## src/rtl/mac_sequencer.sv

```systemverilog
// Control sequencer for the MultAccumulate datapath. It walks the result matrix one column pair at a time.
// Defining MAC_SEQ_PERF_COUNT_EN adds a saturating cycle_count output that counts busy cycles.
module mac_sequencer #(
  parameter int ROWS       = 4,
  parameter int COLS       = 4,
  parameter int K_WORDS    = 4,
  parameter int ADDR_WIDTH = 8
) (
  input  logic                  clock,
  input  logic                  reset_n,
  input  logic                  start,
  output logic                  busy,
  output logic                  done,
  output logic                  clear,
  output logic                  enable_mult,
  output logic                  enable_sum,
  output logic [ADDR_WIDTH-1:0] roma_addr_a,
  output logic [ADDR_WIDTH-1:0] roma_addr_b,
  output logic [ADDR_WIDTH-1:0] romb_addr_a,
  output logic [ADDR_WIDTH-1:0] romb_addr_b,
  output logic [ADDR_WIDTH-1:0] romc_addr_a,
  output logic [ADDR_WIDTH-1:0] romc_addr_b,
  output logic                  result_wr_en,
  output logic [ADDR_WIDTH-1:0] result_wr_addr_a,
  output logic [ADDR_WIDTH-1:0] result_wr_addr_b
`ifdef MAC_SEQ_PERF_COUNT_EN
  ,
  output logic [31:0]           cycle_count
`endif
);

  generate
    if ((COLS < 2) || ((COLS % 2) != 0)) begin : g_colsCheck
      $error("mac_sequencer: COLS must be even and at least 2");
    end
  endgenerate

  localparam logic [ADDR_WIDTH-1:0] KW     = ADDR_WIDTH'(K_WORDS);
  localparam logic [ADDR_WIDTH-1:0] CW     = ADDR_WIDTH'(COLS);
  localparam logic [ADDR_WIDTH-1:0] LAST_K = ADDR_WIDTH'(K_WORDS - 1);
  localparam logic [ADDR_WIDTH-1:0] LAST_J = ADDR_WIDTH'(COLS - 2);
  localparam logic [ADDR_WIDTH-1:0] LAST_I = ADDR_WIDTH'(ROWS - 1);

  typedef enum logic [2:0] {
    S_IDLE, S_CLEAR, S_MAC, S_SUM, S_WAIT1, S_WAIT2, S_DONE
  } state_t;

  state_t                r_state, w_state;
  logic [ADDR_WIDTH-1:0] r_i, r_j, r_k;
  logic [ADDR_WIDTH-1:0] w_i, w_j, w_k;
  logic [ADDR_WIDTH-1:0] w_romA, w_romB, w_bias;

  always_ff @(posedge clock or negedge reset_n) begin
    if (!reset_n) begin
      r_state <= S_IDLE;
      r_i     <= '0;
      r_j     <= '0;
      r_k     <= '0;
    end else begin
      r_state <= w_state;
      r_i     <= w_i;
      r_j     <= w_j;
      r_k     <= w_k;
    end
  end

  // WAIT1/WAIT2 let the datapath's 2-cycle control pipeline drain before the write and the next clear.
  always_comb begin
    w_state = r_state;
    w_i     = r_i;
    w_j     = r_j;
    w_k     = r_k;
    case (r_state)
      S_IDLE: begin
        if (start) begin
          w_state = S_CLEAR;
          w_i     = '0;
          w_j     = '0;
          w_k     = '0;
        end
      end
      S_CLEAR: begin
        w_state = S_MAC;
        w_k     = '0;
      end
      S_MAC: begin
        if (r_k == LAST_K) w_state = S_SUM;
        else               w_k     = r_k + 1'b1;
      end
      S_SUM:   w_state = S_WAIT1;
      S_WAIT1: w_state = S_WAIT2;
      S_WAIT2: begin
        if ((r_j == LAST_J) && (r_i == LAST_I)) begin
          w_state = S_DONE;
        end else begin
          w_state = S_CLEAR;
          w_k     = '0;
          if (r_j == LAST_J) begin
            w_j = '0;
            w_i = r_i + 1'b1;
          end else begin
            w_j = r_j + 2'd2;
          end
        end
      end
      S_DONE:  w_state = S_IDLE;
      default: w_state = S_IDLE;
    endcase
  end

  assign w_romA = (w_i * KW) + w_k;
  assign w_romB = (w_j * KW) + w_k;
  assign w_bias = (w_i * CW) + w_j;

  // Outputs are registered from the next state so each one lines up with the state it belongs to.
  always_ff @(posedge clock or negedge reset_n) begin
    if (!reset_n) begin
      busy             <= 1'b0;
      done             <= 1'b0;
      clear            <= 1'b0;
      enable_mult      <= 1'b0;
      enable_sum       <= 1'b0;
      result_wr_en     <= 1'b0;
      roma_addr_a      <= '0;
      roma_addr_b      <= '0;
      romb_addr_a      <= '0;
      romb_addr_b      <= '0;
      romc_addr_a      <= '0;
      romc_addr_b      <= '0;
      result_wr_addr_a <= '0;
      result_wr_addr_b <= '0;
    end else begin
      busy             <= (w_state != S_IDLE) && (w_state != S_DONE);
      done             <= (w_state == S_DONE);
      clear            <= (w_state == S_CLEAR);
      enable_mult      <= (w_state == S_MAC);
      enable_sum       <= (w_state == S_SUM);
      result_wr_en     <= (w_state == S_WAIT2);
      roma_addr_a      <= w_romA;
      roma_addr_b      <= w_romA;
      romb_addr_a      <= w_romB;
      romb_addr_b      <= w_romB + KW;
      romc_addr_a      <= w_bias;
      romc_addr_b      <= w_bias + 1'b1;
      result_wr_addr_a <= w_bias;
      result_wr_addr_b <= w_bias + 1'b1;
    end
  end

`ifdef MAC_SEQ_PERF_COUNT_EN
  // The accepting cycle is counted as the first one, so the count lands on busy cycles plus one.
  always_ff @(posedge clock or negedge reset_n) begin
    if (!reset_n) begin
      cycle_count <= '0;
    end else if ((r_state == S_IDLE) && start) begin
      cycle_count <= 32'd1;
    end else if (busy && (cycle_count != '1)) begin
      cycle_count <= cycle_count + 32'd1;
    end
  end
`endif

endmodule
```

## config.mk

```make
export PLATFORM = sky130hd
export DESIGN_NAME = mac_sequencer
export DESIGN_NICKNAME = d
export VERILOG_FILES = /design/src/rtl/mac_sequencer.sv
export SDC_FILE = /design/constraint.sdc
export NUM_CORES = 1
export LEC_CHECK = 0
export ABC_AREA = 1
export CORE_ASPECT_RATIO = 1.25
export CORE_MARGIN = 2
export CORE_UTILIZATION = 40
export CTS_CLUSTER_SIZE = 16
export DETAILED_ROUTE_END_ITERATION = 10
export PLACE_DENSITY = 0.61
export RECOVER_POWER = 50
export SLEW_MARGIN = 20
export SYNTH_ARGS = -nofsm -noshare
export SYNTH_HDL_FRONTEND = slang
export SYNTH_SLANG_ARGS = --single-unit
```

## constraint.sdc

```tcl
create_clock -name clock -period 3.71 [get_ports clock]
set_input_delay 0.742 -clock clock [delete_from_list [all_inputs] [get_ports clock]]
set_output_delay 0.742 -clock clock [all_outputs]
set_load 0.05 [all_outputs]
```

Yosys cells after proc, flatten, opt, wreduce, memory -nomap -nowiden:

Index checks and enable logic that the tools add are counted.

* input bits: 3
* flip-flop bits (word level): 73
* output and inout bits: 70

* mux-type cells: 16
* eq/ne operators: 17
* add/sub/neg operators: 8
* reduce and logical (&&, ||, !) cells: 6

Operators with widths (number)
* 8-bit 2-to-1 mux: 9
* 8-bit case mux with 2 select lines: 2
* 8-bit case mux with 4 select lines: 1
* 8-bit by 1-bit adder with 8-bit output, second input constant: 3
* 8-bit adder: 3
* 8-bit by 2-bit equality test with 1-bit output, second input constant: 3
* 3-bit case mux with 6 select lines: 1
* 3-bit by 2-bit equality test with 1-bit output, second input constant: 4
* 3-bit equality test, second input constant: 4
* 3-bit 2-to-1 mux: 3
* 8-bit by 2-bit adder with 8-bit output, second input constant: 1
* 8-bit by 3-bit adder with 8-bit output, second input constant: 1
* 3-bit by 1-bit equality test with 1-bit output, second input constant: 2
* 2-bit inequality test, second input constant: 3
* 4-bit AND reduction: 1
* 3-bit logical NOT: 1
* 3-bit inequality test, second input constant: 1
* 3-bit nonzero test: 1
* 1-bit logical AND: 2
* 2-bit nonzero test: 1

Longest topological paths before layout:

Gate-level depths: netlist of the first run.

* depth after elaboration: 6
* depth in mapped cells: 19
* gate-level depth less buffers: 19

Worst setup path before layout of the first run:

No wires, ideal clock.

* kind: input to register
* start point: input port start
* end point: register romb_addr_b[7]
* required time: 3.586 ns
* cell stages on the path: 14
* library setup time: 0.124 ns
* path buffers: 0
* setup slack: 0.647 ns
* data arrival time: 2.939 ns
* cell sequence: or2_2 nor2_1 inv_1 nand3_2 inv_1 o21ai_0 ha_1 inv_1 fa_1 xnor2_1 nand2_1 nor2_1 nand3_1 xnor2_1

* cells in the longest elaborated chain, start to end: 4

Ends and longest elaborated chain
* from (decl): RTL line 11 `input logic start,`
* 8-bit 2-to-1 mux: RTL line 75 `if (start) begin`
* 8-bit case mux with 4 select lines: RTL line 73 `case (r_state)`
* named net w_k[2]: RTL line 50 `logic [ADDR_WIDTH-1:0] w_i, w_j, w_k;`
* 8-bit adder: RTL line 112 `assign w_romB = (w_j * KW) + w_k;`
* named net w_romB[4]: RTL line 51 `logic [ADDR_WIDTH-1:0] w_romA, w_romB, w_bias;`
* 8-bit by 3-bit adder with 8-bit output: RTL line 142 `romb_addr_b <= w_romB + KW;`
* to (signal assigned): RTL line 142
* to (decl): RTL line 20 `output logic [ADDR_WIDTH-1:0] romb_addr_b,`

The timed path passes the listed nets, and every way through them passes these cells.
A chain may end at the register's enable or synchronous reset.

Worst setup path after layout of the first run:

* start point: input port start
* end point: register result_wr_addr_b[7]

* cells in the longest elaborated chain, start to end: 4

Ends and longest elaborated chain
* 8-bit 2-to-1 mux: RTL line 75
* 8-bit case mux with 2 select lines: RTL line 73
* named net w_i[0]: RTL line 50
* 8-bit adder: RTL line 113 `assign w_bias = (w_i * CW) + w_j;`
* named net w_bias[6]: RTL line 51
* 8-bit by 1-bit adder with 8-bit output: RTL line 146 `result_wr_addr_b <= w_bias + 1'b1;`
* to (signal assigned): RTL line 146
* to (decl): RTL line 25 `output logic [ADDR_WIDTH-1:0] result_wr_addr_b`

The timed path passes the listed nets, and every way through them passes these cells. The select of a mux whose other input is x is not followed.

==> results of run 1 <==
==> where the power goes <==
part / total (mW) / internal [mW] / switching, mW / leakage, nW
registers: 0.710 / 0.710 / 0 / 0.789
clock network: 0.803 / 0.512 / 0.291 / 0.139
logic: 0.0151 / 0.00174 / 0.0134 / 1.35
total: 1.53 / 1.22 / 0.304 / 2.27
==> metal layers <==
metal / share of wire (%) / track usage (%) / wire length, um
met1: 44 / 19.8 / 3430
met2: 50 / 27.7 / 3830
met3: 3.7 / 3.47 / 282
met4: 2.3 / 8.72 / 179
met5: 0 / 0 / 0
==> metrics by stage <==
step	instance area [um^2]	instances	utilization (%)	setup slack [ns]
finish	4610	607	51.0	0.356
global route	4610	607	51.0	0.0915
CTS	4660	607	51.6	0.413
detailed placement	4380	592	48.5	0.141
global placement	4380	592	48.5	0.196
floorplan	3680	421	-	0.647
==> area by class of cell <==
type,count,area [um^2]
sequential,65,1630
timing repair buffer,81,758
tap,123,154
clock buffer,11,233
multi-input combinational,260,1560
fill,830,4420
clock inverter,4,45.0
inverter,63,236
==> critical path, cell delays in order <==
cell and delay (ns):
dlygate4sd3_1 0.54, nand2_1 0.18, nand2_4 0.11, nand2_4 0.13, nand2_1 0.05, o21ai_0 0.17, ha_1 0.25, inv_1 0.06
fa_1 0.39, o21ai_0 0.24, xor2_1 0.31, nand4_1 0.13, nor2_1 0.15, xor2_1 0.15
==> cell usage after synthesis, types with 2 or more instances <==
master | number | area (um^2)
a21oi_1 | 13 | 65.1
o21ai_2 | 2 | 17.5
nand2_4 | 4 | 45.0
buf_4 | 32 | 240
nor3_1 | 5 | 25.0
nand3_1 | 32 | 160
nor2_4 | 3 | 33.8
nor2_2 | 6 | 37.5
nand3_2 | 3 | 30.0
nand2_1 | 72 | 270
fa_1 | 2 | 40.0
xor2_1 | 15 | 131
inv_2 | 8 | 30.0
o21ai_1 | 3 | 15.0
or2_2 | 2 | 12.5
xnor2_1 | 8 | 70.1
nand2_2 | 8 | 50.1
dfrtp_1 | 65 | 1630
o21ai_0 | 19 | 95.1
ha_1 | 19 | 238
nand4_1 | 4 | 25.0
nor2_1 | 28 | 105
inv_1 | 55 | 206
==> cells by family (layout without fill, tap and decap cells) <==
group                    Yosys count  count (layout)  share of synthesized area, %
AO/OA/AOI/OAI                     45              45                          6.87
AND/OR/NAND/NOR                  171             171                          22.7
XOR/XNOR                          23              23                          5.47
buffers and inverters             96             159                          13.3
flip-flops                        65              65                          44.2
adder cells (fa/ha/maj)           21              21                          7.55
==> registers in the layout, summed over array words and instances (netlist names), named ones only <==
| name | flops |
|---|---|
| busy | 1 |
| clear | 1 |
| done | 1 |
| enable_mult | 1 |
| enable_sum | 1 |
| r_i | 8 |
| r_j | 6 |
| r_k | 6 |
| r_state | 3 |
| result_wr_addr_a | 8 |
| result_wr_addr_b | 8 |
| result_wr_en | 1 |
| roma_addr_b | 6 |
| romb_addr_a | 6 |
| romb_addr_b | 6 |
==> worst max path at each step <==
stage,depth (start not counted),start,end,slack [ns]
floorplan,14,start,romb_addr_b[7]$_DFF_PN0_,0.65
global placement,14,start,result_wr_addr_b[7]$_DFF_PN0_,0.20
detailed placement,14,start,result_wr_addr_b[7]$_DFF_PN0_,0.14
CTS,14,r_i[0]$_DFF_PN0_,result_wr_addr_b[7]$_DFF_PN0_,0.41
global route,15,start,romb_addr_b[7]$_DFF_PN0_,0.09
finish,14,start,result_wr_addr_b[7]$_DFF_PN0_,0.36
==> results by group, run 1 <==
Power
  • Pwr/cell area: 332 nW/um^2
  • Peak VDD IR: 0.233 mV
  • Power consumption: 1.53 mW
  • Leakage Power: 2.27 nW

Global routing
  • Largest net degree at the start of global routing: 66
  • Initial antenna violation count: 0
  • Vias in the first global route: 2761
  • GRT Total Usage: 16.5%
  • Global-route wire length before repair: 13000 um
  • GRT overflow: 0

Synth
  • Post-synth EDFFs: 0
  • Yosys reg bits: 65
  • Synthesized net count: 445
  • Ys Warns: 0
  • Post-synth cell types: 36
  • Syn Area/Cell: 8.74 um^2
  • FFs w/ async S/R, synth: 100%
  • Ys flop type: dfrtp_1
  • Cells after Synth: 421
  • Synth Cell Area: 3680 um^2
  • Sequential share of the synthesized area: 44.2%

Cells and area
  • Most common cell after layout, fill and taps aside: nand2_1
  • Antenna diode count: 0
  • Most frequent cells in the layout: nand2_1 (74), clkdlybuf4s50_1 (69), dfrtp_1 (65)
  • Final nets: 504
  • P&R area growth vs syn: 25.2%
  • Share of layout cells above drive strength 1: 9.50%

STA
  • Final setup viols: 0
  • Tightest Pin Transition: 1.56 ns
  • Max Clock Skew: 0.00895 ns
  • TNS Setup: 0 ns
  • Final Slew Violations: 66
  • Fin. Hold Viols: 0
  • Final min period: 3.35 ns
  • Fmax: 298 MHz
  • Period Utilization, post-route: 90.4%
  • WHS: 0.542 ns
  • Rel. slew slack: -4.00%
  • Unrepaired setup endpoints after global routing: false

Hold path
  • Hold path endpoint: r_i[1]$_DFF_PN0_
  • Hold-critical path depth: 2
  • Worst Min Path Start: r_i[1]$_DFF_PN0_
  • Hold Crit Class: reg -> reg

Detailed routing
  • Post-DRT Antenna Nets: 0
  • DR vias/cell: 4.70
  • DR iter-0 viols: 102
  • TritonRoute pass-1 iters: 4
  • # DRC: 0
  • Via Count: 2852
  • Final WL: 7720 um
  • Post-DR wirelength/cell: 12.7 um

Floorplan
  • Top-Level Pins: 73
  • Die Wd: 89.8 um
  • Die area: 9990 um^2
  • Core ar.: 9030 um^2
  • Initial core utilization: 40.8%
  • Rows: 39
  • Die height: 111 um

Job
  • Max-cap violations: 1

Placed design
  • GPL Wtd Cong: 0.861
  • # port buffers: 72
  • DP Wirelength: 5930 um

Clock tree
  • Clock Sinks: 65
  • CTS tree: done
  • Post_cts resized: 0
  • Postcts setup bufs: 0
  • Clock Tree Buf Depth: 2
  • CTS buffer count: 9
  • # H-tree levels: 3
  • Clk Latency, worst-skew pair: 0.33 ns
  • CTS Hold Bufs: 0
  • Clock-pin slew on the worst setup and hold paths: 0.05 ns
  • Root Driver: clkbuf_16

Setup path
  • Reg-to-Reg End: result_wr_addr_b[7]$_DFF_PN0_
  • Critical Path Sink Type: register
  • Startpoint Class: input port
  • Worst r2r src: r_state[0]$_DFF_PN0_
  • Reg2Reg Setup Slack: 0.41 ns
  • WP data required: 3.97 ns
  • WP data arrival: 3.61 ns
  • CP Class: in -> reg
  • Worst Path Max Fanout: 7
  • Reg2Reg Depth: 14

Status
  • Status: finished, violations left
  • Failing checks: capacitance limit, slew limit
No activity file was read; power rests on OpenSTA's default activity.
==> run 2: changes to the inputs <==
Settings changed: SLEW_MARGIN 20 to default.
==> results of run 2 <==
Final layout, timing and power as in run 1 (identical DEF).
==> run 3: changes to the inputs <==
Settings changed: CELL_PAD_IN_SITES_DETAIL_PLACEMENT from default to 0, CELL_PAD_IN_SITES_GLOBAL_PLACEMENT from default to 2, CORE_UTILIZATION 40 to 31, PLACE_DENSITY 0.61 to 0.77.
==> run 3 against run 2 <==
  * The flow still finishes with violations (capacitance limit, slew limit)
  * Global-route usage down 2.0 points
  * Worst hold slack worse by 0.093 ns
  * Count of clock-buffer cells in the layout down 1
  * Largest cell class unchanged
  * Highest routed layer unchanged
==> results by group, run 3 (synthesis results as in run 1) <==
Cells and area
  • Top flop regs: r_i: 8 flops, result_wr_addr_a: 8 flops, result_wr_addr_b: 8 flops
  • Layout Cells excl Fill: 648
  • Final nets: 506
  • Share of layout cells above drive strength 1: 11.1%
  • Antenna diode count: 0
  • Most frequent cells in the layout: nand2_1 (74), clkdlybuf4s50_1 (69), dfrtp_1 (65)
  • Post-route cell area: 4710 um^2
  • P&R area growth vs syn: 27.9%
  • Most common cell after layout, fill and taps aside: nand2_1

Clock tree
  • Clock Tree Buf Depth: 2
  • Post_cts resized: 0
  • Root Driver: clkbuf_16
  • # H-tree levels: 3
  • CTS buffer count: 9
  • CTS tree: done
  • CTS Hold Bufs: 0
  • Clock Sinks: 65
  • Postcts setup bufs: 0
  • Clock-pin slew on the worst setup and hold paths: 0.06 ns
  • Clk Latency, worst-skew pair: 0.33 ns

Placed design
  • # port buffers: 72
  • GPL Wtd Cong: 0.805
  • DP Wirelength: 6600 um
  • Area after DPL: 4430 um^2
  • # placed instances: 632

Detailed routing
  • Post-DR wirelength/cell: 13.1 um
  • Post-DRT Antenna Nets: 0
  • Max layer used: met4
  • DR vias/cell: 4.38
  • Met1 WL: 3880 um
  • TritonRoute pass-1 iters: 5
  • DR iter-0 viols: 110
  • # DRC: 0
  • WL met2: 4120 um
  • Met3 Wirelength: 332 um
  • Via Count: 2835
  • Final WL: 8520 um

STA
  • Tightest Pin Transition: 1.60 ns
  • Unrepaired setup endpoints after global routing: false
  • Fmax: 298 MHz
  • Max Clock Skew: 0.00636 ns
  • Final min period: 3.36 ns
  • Rel. slew slack: -6.83%
  • Final setup viols: 0
  • TNS Setup: 0 ns
  • Fin. Hold Viols: 0
  • Period Utilization, post-route: 90.5%
  • Final Slew Violations: 28

Floorplan
  • Die Wd: 101 um
  • Die height: 126 um
  • Initial core utilization: 31.7%
  • Top-Level Pins: 73
  • Rows: 44
  • Core ar.: 11600 um^2
  • Die area: 12800 um^2

Setup path
  • Worst Path Max Fanout: 8
  • WP data required: 3.96 ns
  • CP max stage delay: 0.43 ns
  • Critical Path Sink Type: register
  • WP data arrival: 3.61 ns
  • CP cell instances: inv_1 -> nor2_4 -> inv_1 -> nand2_1 -> nand2_4 -> nand2_1 -> o21ai_0 -> ha_1 -> inv_1 -> fa_1 -> o21ai_0 -> xor2_1 -> nand4_1 -> nor2_1 -> xor2_1
  • CP Class: reg -> reg
  • Startpoint Class: register
  • Most used cell, CP: inv_1
  • Slowest CP cell: dfrtp_1

Status
  • Failing checks: capacitance limit, slew limit
  • Status: finished, violations left

Global routing
  • GRT Total Usage: 14.4%
  • GRT overflow: 0
  • Global-route wire length before repair: 14000 um
  • Largest net degree at the start of global routing: 28
  • Initial antenna violation count: 0
  • Vias in the first global route: 2853

Power
  • Power consumption: 1.62 mW
  • Leakage Power: 2.30 nW
  • Peak VDD IR: 0.192 mV
  • Pwr/cell area: 344 nW/um^2

Hold path
  • Hold Crit Class: in -> async

Job
  • Max-cap violations: 1
-- run 3: worst paths after layout --
kind / cells after the start / start / to / slack (ns)
max in group asynchronous: 2 / reset_n / asynchronous set/reset pin / 1.33
hold reg to reg: 2 / r_i[7]$_DFFE_PN0P_ / r_i[7]$_DFFE_PN0P_ / 0.54
min in group clock: 2 / r_i[7]$_DFFE_PN0P_ / r_i[7]$_DFFE_PN0P_ / 0.54
setup reg to reg: 15 / r_state[2]$_DFF_PN0_ / result_wr_addr_b[7]$_DFF_PN0_ / 0.35
hold / removal: 1 / reset_n / r_i[0]$_DFF_PN0_ / 0.45
setup / recovery: 15 / r_state[2]$_DFF_PN0_ / result_wr_addr_b[7]$_DFF_PN0_ / 0.35
-- run 3: area by class of cell --
type                            instances  area (um^2)
Fill cell                            1174         6910
Sequential cell                        65         1630
Multi-Input combinational cell        260         1550
Timing Repair Buffer                   83          778
Inverter                               63          236
Clock buffer                           10          229
Tap cell                              161          201
Clock inverter                          6         82.6
-- run 3: worst max-delay path, delay by kind of cell, from the launching register on --
family                     cells  cell delay, ns
AOI/OAI and AO/OA              2            0.43
xor gates and xnor gates       2            0.46
adders and majority gates      2            0.65
buffers and inverters          3            0.43
DFF                            1            0.43
and+or+nand+nor                6            0.89
-- run 3: power breakdown --
part / switching, mW / internal [mW]
registers: 0 / 0.709
logic: 0.0148 / 0.00191
clock network: 0.309 / 0.584
-- run 3: per-stage QoR --
| step | hold slack, ns | util, % | worst slack, ns |
|---|---|---|---|
| after floorplan | 0.446 | - | 0.647 |
| after global placement | 0.514 | 38.1 | 0.185 |
| after detailed placement | 0.525 | 38.1 | 0.0903 |
| after CTS | 0.298 | 40.8 | 0.350 |
| after global routing | 0.519 | 40.5 | 0.0782 |
| final | 0.449 | 40.5 | 0.353 |
-- run 3: routing by layer --
layer	track usage [%]	vias to the layer above
li1	-	1441
met1	18.0	1304
met2	22.8	77
met3	4.50	13
met4	6.36	0
met5	0	-
